**src/rtl/down_counter_seq.sv**
```systemverilog
// Loadable, enable-gated down-counter with start/busy/done handshake.
// Counts a start value down to 0, then stops or auto-reloads.
module down_counter_seq #(
  parameter int X = 4,
  parameter int N = 10
) (
  input  logic         clk,
  input  logic         reset,
  input  logic         start,
  input  logic [X-1:0] load_val,
  input  logic         en,
  input  logic         reload,
  input  logic         abort,
  output logic [X-1:0] count,
  output logic         busy,
  output logic         done
);

  localparam int unsigned NM1 = N - 1;
  localparam logic [X-1:0] DEF_LV = NM1[X-1:0];

  typedef enum logic {IDLE, RUN} state_t;

  state_t       state;
  logic [X-1:0] lv;
  logic         rl;
  logic [X-1:0] start_val;

  assign start_val = (load_val == '0) ? DEF_LV : load_val;

  always_ff @(posedge clk) begin
    if (!reset) begin
      state <= IDLE;
      count <= '0;
      busy  <= 1'b0;
      done  <= 1'b0;
      lv    <= '0;
      rl    <= 1'b0;
    end else if (abort) begin
      state <= IDLE;
      count <= '0;
      busy  <= 1'b0;
      done  <= 1'b0;
    end else if (start) begin
      // en is ignored on the start edge; a restart never pulses done
      state <= RUN;
      lv    <= start_val;
      count <= start_val;
      rl    <= reload;
      busy  <= 1'b1;
      done  <= 1'b0;
    end else if (state == RUN && en) begin
      if (count != '0) begin
        count <= count - 1'b1;
        done  <= 1'b0;
      end else begin
        // terminal count: never wraps below zero
        done <= 1'b1;
        if (rl) begin
          count <= lv;
        end else begin
          state <= IDLE;
          busy  <= 1'b0;
        end
      end
    end else begin
      done <= 1'b0;
    end
  end

endmodule

```
**config.mk**
```make
export PLATFORM = sky130hd
export DESIGN_NAME = down_counter_seq
export DESIGN_NICKNAME = d
export VERILOG_FILES = /design/src/rtl/down_counter_seq.sv
export SDC_FILE = /design/constraint.sdc
export NUM_CORES = 1
export LEC_CHECK = 0
export ABC_AREA = 0
export CORE_MARGIN = 3
export CORE_UTILIZATION = 40
export DETAILED_ROUTE_END_ITERATION = 8
export GPL_TIMING_DRIVEN = 1
export PLACE_DENSITY_LB_ADDON = 0.25
export REMOVE_ABC_BUFFERS = 1
export SLEW_MARGIN = 20
export SYNTH_ARGS = -nofsm -noshare
export SYNTH_HDL_FRONTEND = slang
export SYNTH_SLANG_ARGS = --single-unit
export TNS_END_PERCENT = 30
```
**constraint.sdc**
```tcl
create_clock -name clk -period 2.85 [get_ports clk]
set_input_delay 0.57 -clock clk [delete_from_list [all_inputs] [get_ports clk]]
set_output_delay 0.57 -clock clk [all_outputs]
set_load 0.005 [all_outputs]
```
==> results of run 1 <==
final cells by class:
| class | count | area, um2 | share of cell area (%) |
|---|---|---|---|
| multi-input combinational | 51 | 332 | 43.5 |
| sequential | 11 | 220 | 28.9 |
| timing repair buffer | 15 | 150 | 19.7 |
| inverter | 4 | 15.0 | 1.97 |
| clock buffer | 4 | 26.3 | 3.45 |
| tap | 15 | 18.8 | 2.46 |
metrics by stage:
step	instances	instance area (um2)	worst slack, ns	power, mW
2_1_floorplan	66	567	1.28	0.203
3_3_place_gp	96	736	0.750	0.231
3_5_place_dp	96	736	0.720	0.232
4_1_cts	100	762	0.971	0.335
5_1_grt	100	762	0.864	0.353
6_report	100	762	0.967	0.333
cells by family after synthesis:
group | after synthesis | synth area share [%]
DFF | 11 | 38.2
muxes | 4 | 6.94
and+or+nand+nor | 29 | 26.0
buffers and inverters | 6 | 4.34
adders and majority gates | 1 | 2.17
AOI/OAI and AO/OA | 17 | 22.3
flip-flops by register name, indices dropped and copies added (netlist names):
register  cells
lv            4
done          1
state         1
rl            1
count         4
cells in the final DEF (no fill, tap or decap), types with 4 or more instances in the layout:
cell type        synthesis  final
nand2_1                 10     10
mux2i_1                  4      4
dfxtp_1                 11     11
inv_1                    4      4
nor2_1                   7      7
clkdlybuf4s50_1          0     15
nor2b_1                  4      4
where the power goes:
part | switching [mW] | internal (mW)
Clock | 0.0506 | 0.0541
Combinational | 0.0260 | 0.0353
Sequential | 0.00644 | 0.161
Total | 0.0831 | 0.250
worst max-delay path, delay by kind of cell:
kind | cells | cell delay, ns
multiplexers | 1 | 0.25
buffers and inverters | 1 | 0.64
AND/OR/NAND/NOR | 2 | 0.58
metal layers:
layer	up-vias	track usage [%]	wire length [um]
li1	274	-	-
met4	0	9.04	21
met1	246	20.1	559
met2	12	22.4	570
met5	-	0	0
met3	4	2.49	55
worst min path at each step:
stage                   from  endpoint  slack, ns
floorplan              lv[3]     lv[3]       0.46
global placement    count[1]  count[1]       0.47
detailed placement  count[1]  count[1]       0.49
CTS                 count[1]  count[1]       0.50
global route           lv[0]     lv[0]       0.53
finish              count[1]  count[1]       0.50
==> summary.txt, run 1 <==
Die X -> 44.0 um
Via density -> 5.36
first-pass GRT wire length -> 2150 um
Startpoint Class -> input port
Die Ht -> 44.0 um
setup slack, reg-to-reg -> 1.15 ns
CTS Buf Count -> 3
FF-to-FF End -> count[3]
antenna cells -> 0
Synth Flop Type -> dfxtp_1
status -> completed
PwrDens -> 437 mW/mm2
Post-synth EDFFs -> 0
CP peak stage delay -> 0.64 ns
Vias -> 536
Final GP Congestion -> 0.837
top cell type's share of synthesized area -> 38.2%
Req. time, crit path -> 3.01 ns
Die ar. -> 0.00193 mm2
post-synth cell types -> 23
max_cap viols -> 0
hold depth -> 2
worst hold slack -> 0.496 ns
RSZ-0062 raised after global routing -> no
Final Util -> 57.1%
average wire per standard cell -> 12.1 um
Tot GR Track Use -> 15.0%
NumNets Final -> 97
DRT iter0 DRCs -> 11
crit path DAT -> 2.04 ns
initial antenna violation count -> 0
Post-CTS Setup Bufs -> 0
Hold Crit Class -> flip-flop to flip-flop
Fmax achieved -> 0.531 GHz
Most common cell on crit path -> nor2b_1
Mapped Area -> 577 um2
GRT Residual Overflow -> 0
part of the Yosys area used for sequential elements -> 38.2%
Syn-to-layout area delta -> 32.1%
reg-to-reg startpoint -> count[0]
crit end category -> flip-flop
vias in the first global route -> 526
share of cells above drive strength 1 -> 9.41%
DRC viols -> 0
CTS Root Cell -> clkbuf_4
CTS sink count -> 11
Synth Area per Inst -> 8.48 um2
relative slew slack -> 62.5%
Rows -> 13
Max Slew Vio Count -> 0
starting density of the core -> 43.2%
post-DP HPWL -> 960 um
Skew-Pair Late Insertion Delay -> 0.26 ns
cell taking the most area after synthesis -> dfxtp_1
path depth of the worst reg2reg path -> 6
Slowest-stage cell, CP -> clkdlybuf4s50_1
Critical Path Sink -> lv[1]
TritonRoute pass-1 iters -> 4
Setup Crit Path Kind -> input port to flip-flop
post-route ant nets -> 0
actual slew at the worst max-slew pin -> 0.561 ns
FF+latch count, synth -> 11
IO Count -> 16
core area -> 0.00133 mm2
Setup-failing EPs final -> 0
Detailed Route WL -> 1210 um
largest net degree at the start of global routing -> 10
Final Hold Vio Count -> 0
Fill cells -> 127
Leak -> 0.310 nW
CTS max path bufs -> 2
clock period minus worst slack -> 1.88 ns
CP cell instances -> clkdlybuf4s50_1, nor2b_1, mux2i_1, nor2b_1
# resized after CTS -> 0
period utilization -> 66.1%
Async SR Flop Fraction -> 0%
TritonCTS clock tree -> yes
Setup TNS -> 0 ns
Final Skew -> 0.000381 ns
hold buffers post-CTS -> 0
top cells by area, synth -> dfxtp_1, mux2i_1, nand2_1
maximum vdd drop -> 0.257 mV
Worst-path clk slew -> 0.07 ns
synth cell count leaders -> dfxtp_1, nand2_1, nor2_1
CP startpoint -> start
crit path max fanout -> 9
YS warnings -> 0
Post-Synthesis Cells -> 68
H-tree depth -> 1
PortBufs -> 15
count leader, synth -> dfxtp_1
(Power assumes the default switching activity.)
==> inputs of run 2 (changes only) <==
==> constraint.sdc (replaced) <==
create_clock -name clk -period 1.9 [get_ports clk]
set_input_delay 0.38 -clock clk [delete_from_list [all_inputs] [get_ports clk]]
set_output_delay 0.38 -clock clk [all_outputs]
set_load 0.005 [all_outputs]
==> summary.txt, run 2 (synthesis results as in run 1) <==
period utilization -> 88.1%
Syn-to-layout area delta -> 34.7%
sw power -> 0.127 mW (+53%)
Net Sw Frac -> 25.2% (+0.28 points)
Skew-Pair Late Insertion Delay -> 0.27 ns (about the same)
Leak -> 0.320 nW (+3.4%)
Pint -> 0.378 mW (+51%)
biggest regs -> count (4), lv (4)
maximum vdd drop -> 0.295 mV (+15%)
share of cells above drive strength 1 -> 11.5% (+2.1 points)
Die X -> 44.0 um (unchanged)
combinational share of power -> 19.2% (+0.8 points)
placed insts -> 98 (+2.1%)
first-pass GRT wire length -> 2190 um (+1.6%)
clock share of power -> 31.3% (about the same)
Setup-failing EPs final -> 0 (unchanged)
Setup Crit Path Kind -> flip-flop to output port
Worst-path clk slew -> 0.07 ns (about the same)
Rows -> 13 (unchanged)
largest net degree at the start of global routing -> 10 (unchanged)
DRT iter0 DRCs -> 11 (unchanged)
Post-CTS Setup Bufs -> 0 (unchanged)
Die Ht -> 44.0 um (unchanged)
commonest non-fill, non-tap cell in the layout -> clkdlybuf4s50_1
TritonCTS clock tree -> yes
Fmax achieved -> 0.597 GHz
Detailed Route WL -> 1280 um (+6.1%)
Setup TNS -> 0 ns (unchanged)
CP cell instances -> clkdlybuf4s50_1
IO Count -> 16 (unchanged)
Power, Total -> 0.505 mW (+52%)
sequential power share -> 49.5% (-0.6 points)
Non-Filler Instances -> 102 (+2.0%)
Max Slew Vio Count -> 0 (unchanged)
GRT Residual Overflow -> 0 (unchanged)
Final Hold Vio Count -> 0 (unchanged)
initial antenna violation count -> 0 (unchanged)
Final Skew -> 0.00426 ns (+0.00388 ns)
starting density of the core -> 43.2% (unchanged)
post-DP HPWL -> 1010 um (+5.1%)
H-tree depth -> 1 (unchanged)
crit path max fanout -> 7 (-2)
CTS Root Cell -> clkbuf_4
CTS sink count -> 11 (unchanged)
NumNets Final -> 99 (+2.1%)
Req. time, crit path -> 1.52 ns (-1.49 ns)
Die ar. -> 0.00193 mm2 (unchanged)
CP bufs+invs -> 1 (unchanged)
Vias -> 566 (+5.6%)
RSZ-0062 raised after global routing -> no
vias in the first global route -> 520 (-1.1%)
average wire per standard cell -> 12.6 um (+4.0%)
hold buffers post-CTS -> 0 (unchanged)
crit path DAT -> 1.29 ns (-0.75 ns)
Via density -> 5.55 (+3.5%)
core area -> 0.00133 mm2 (unchanged)
crit end category -> output port
clock period minus worst slack -> 1.67 ns
pre-CTS WS -> 0.166 ns (-0.554 ns)
max_cap viols -> 0 (unchanged)
# resized after CTS -> 0 (unchanged)
PwrDens -> 650 mW/mm2 (+49%)
PortBufs -> 15 (unchanged)
most frequent cells in the layout -> clkdlybuf4s50_1, dfxtp_1, nand2_1
CTS max path bufs -> 2 (unchanged)
Hold Crit Class -> flip-flop to flip-flop
CP top delay family -> buffers and inverters
Final WS setup -> 0.226 ns (-0.741 ns)
Slowest-stage cell, CP -> clkdlybuf4s50_1
TritonRoute pass-1 iters -> 4 (unchanged)
CTS Buf Count -> 3 (unchanged)
Startpoint Class -> flip-flop
CP peak stage delay -> 0.56 ns (-0.08 ns)
status -> completed
Final GP Congestion -> 0.829 (-0.90%)
actual slew at the worst max-slew pin -> 0.354 ns (-0.207 ns)
post-route ant nets -> 0 (unchanged)
antenna cells -> 0 (unchanged)
DRC viols -> 0 (unchanged)
relative slew slack -> 76.4% (+14 points)
Tot GR Track Use -> 15.7% (+0.65 points)
==> run 2: cell types whose count changed in the layout (fill, tap and decap cells not counted) <==
cell | previous run | this run
buf_4 | 0 | 2
==> run 2: path summary, 6_finish.rpt <==
| check | start | endpoint | slack, ns | cells past startpoint |
|---|---|---|---|---|
| worst min register to register | lv[0] | lv[0] | 0.49 | 1 |
| worst max-delay path | count[3] | count[3] | 0.23 | 1 |
| worst max register to register | count[1] | count[3] | 0.27 | 6 |
| worst min-delay path | lv[0] | lv[0] | 0.49 | 1 |
==> run 2: final cells by class <==
cell class                      count  area (um2)
Timing Repair Buffer               17         165
Sequential cell                    11         220
Clock buffer                        4        26.3
Inverter                            4        15.0
Fill cell                         133         557
Multi-Input combinational cell     51         332
Tap cell                           15        18.8
==> run 2: stage by stage <==
stage	util, %	area (um2)	hold slack (ns)
global route	58.3	777	0.527
detailed placement	56.3	751	0.482
finish	58.3	777	0.491
global placement	56.3	751	0.490
floorplan	-	567	0.464
CTS	58.3	777	0.498
==> run 2: power by group through the flow <==
stage               Sequential, mW  Clock (mW)  Combinational [mW]
floorplan                    0.254           0              0.0509
global placement             0.255           0              0.0954
detailed placement           0.255           0              0.0964
CTS                          0.250       0.162              0.0972
global route                 0.252       0.179               0.106
finish                       0.250       0.158              0.0972
==> run 2: routing by layer <==
layer | track usage (%) | share of wire, %
met4 | 7.23 | 2.3
met2 | 24.4 | 47
met1 | 18.8 | 44
met5 | 0 | 0
met3 | 6.22 | 6.2
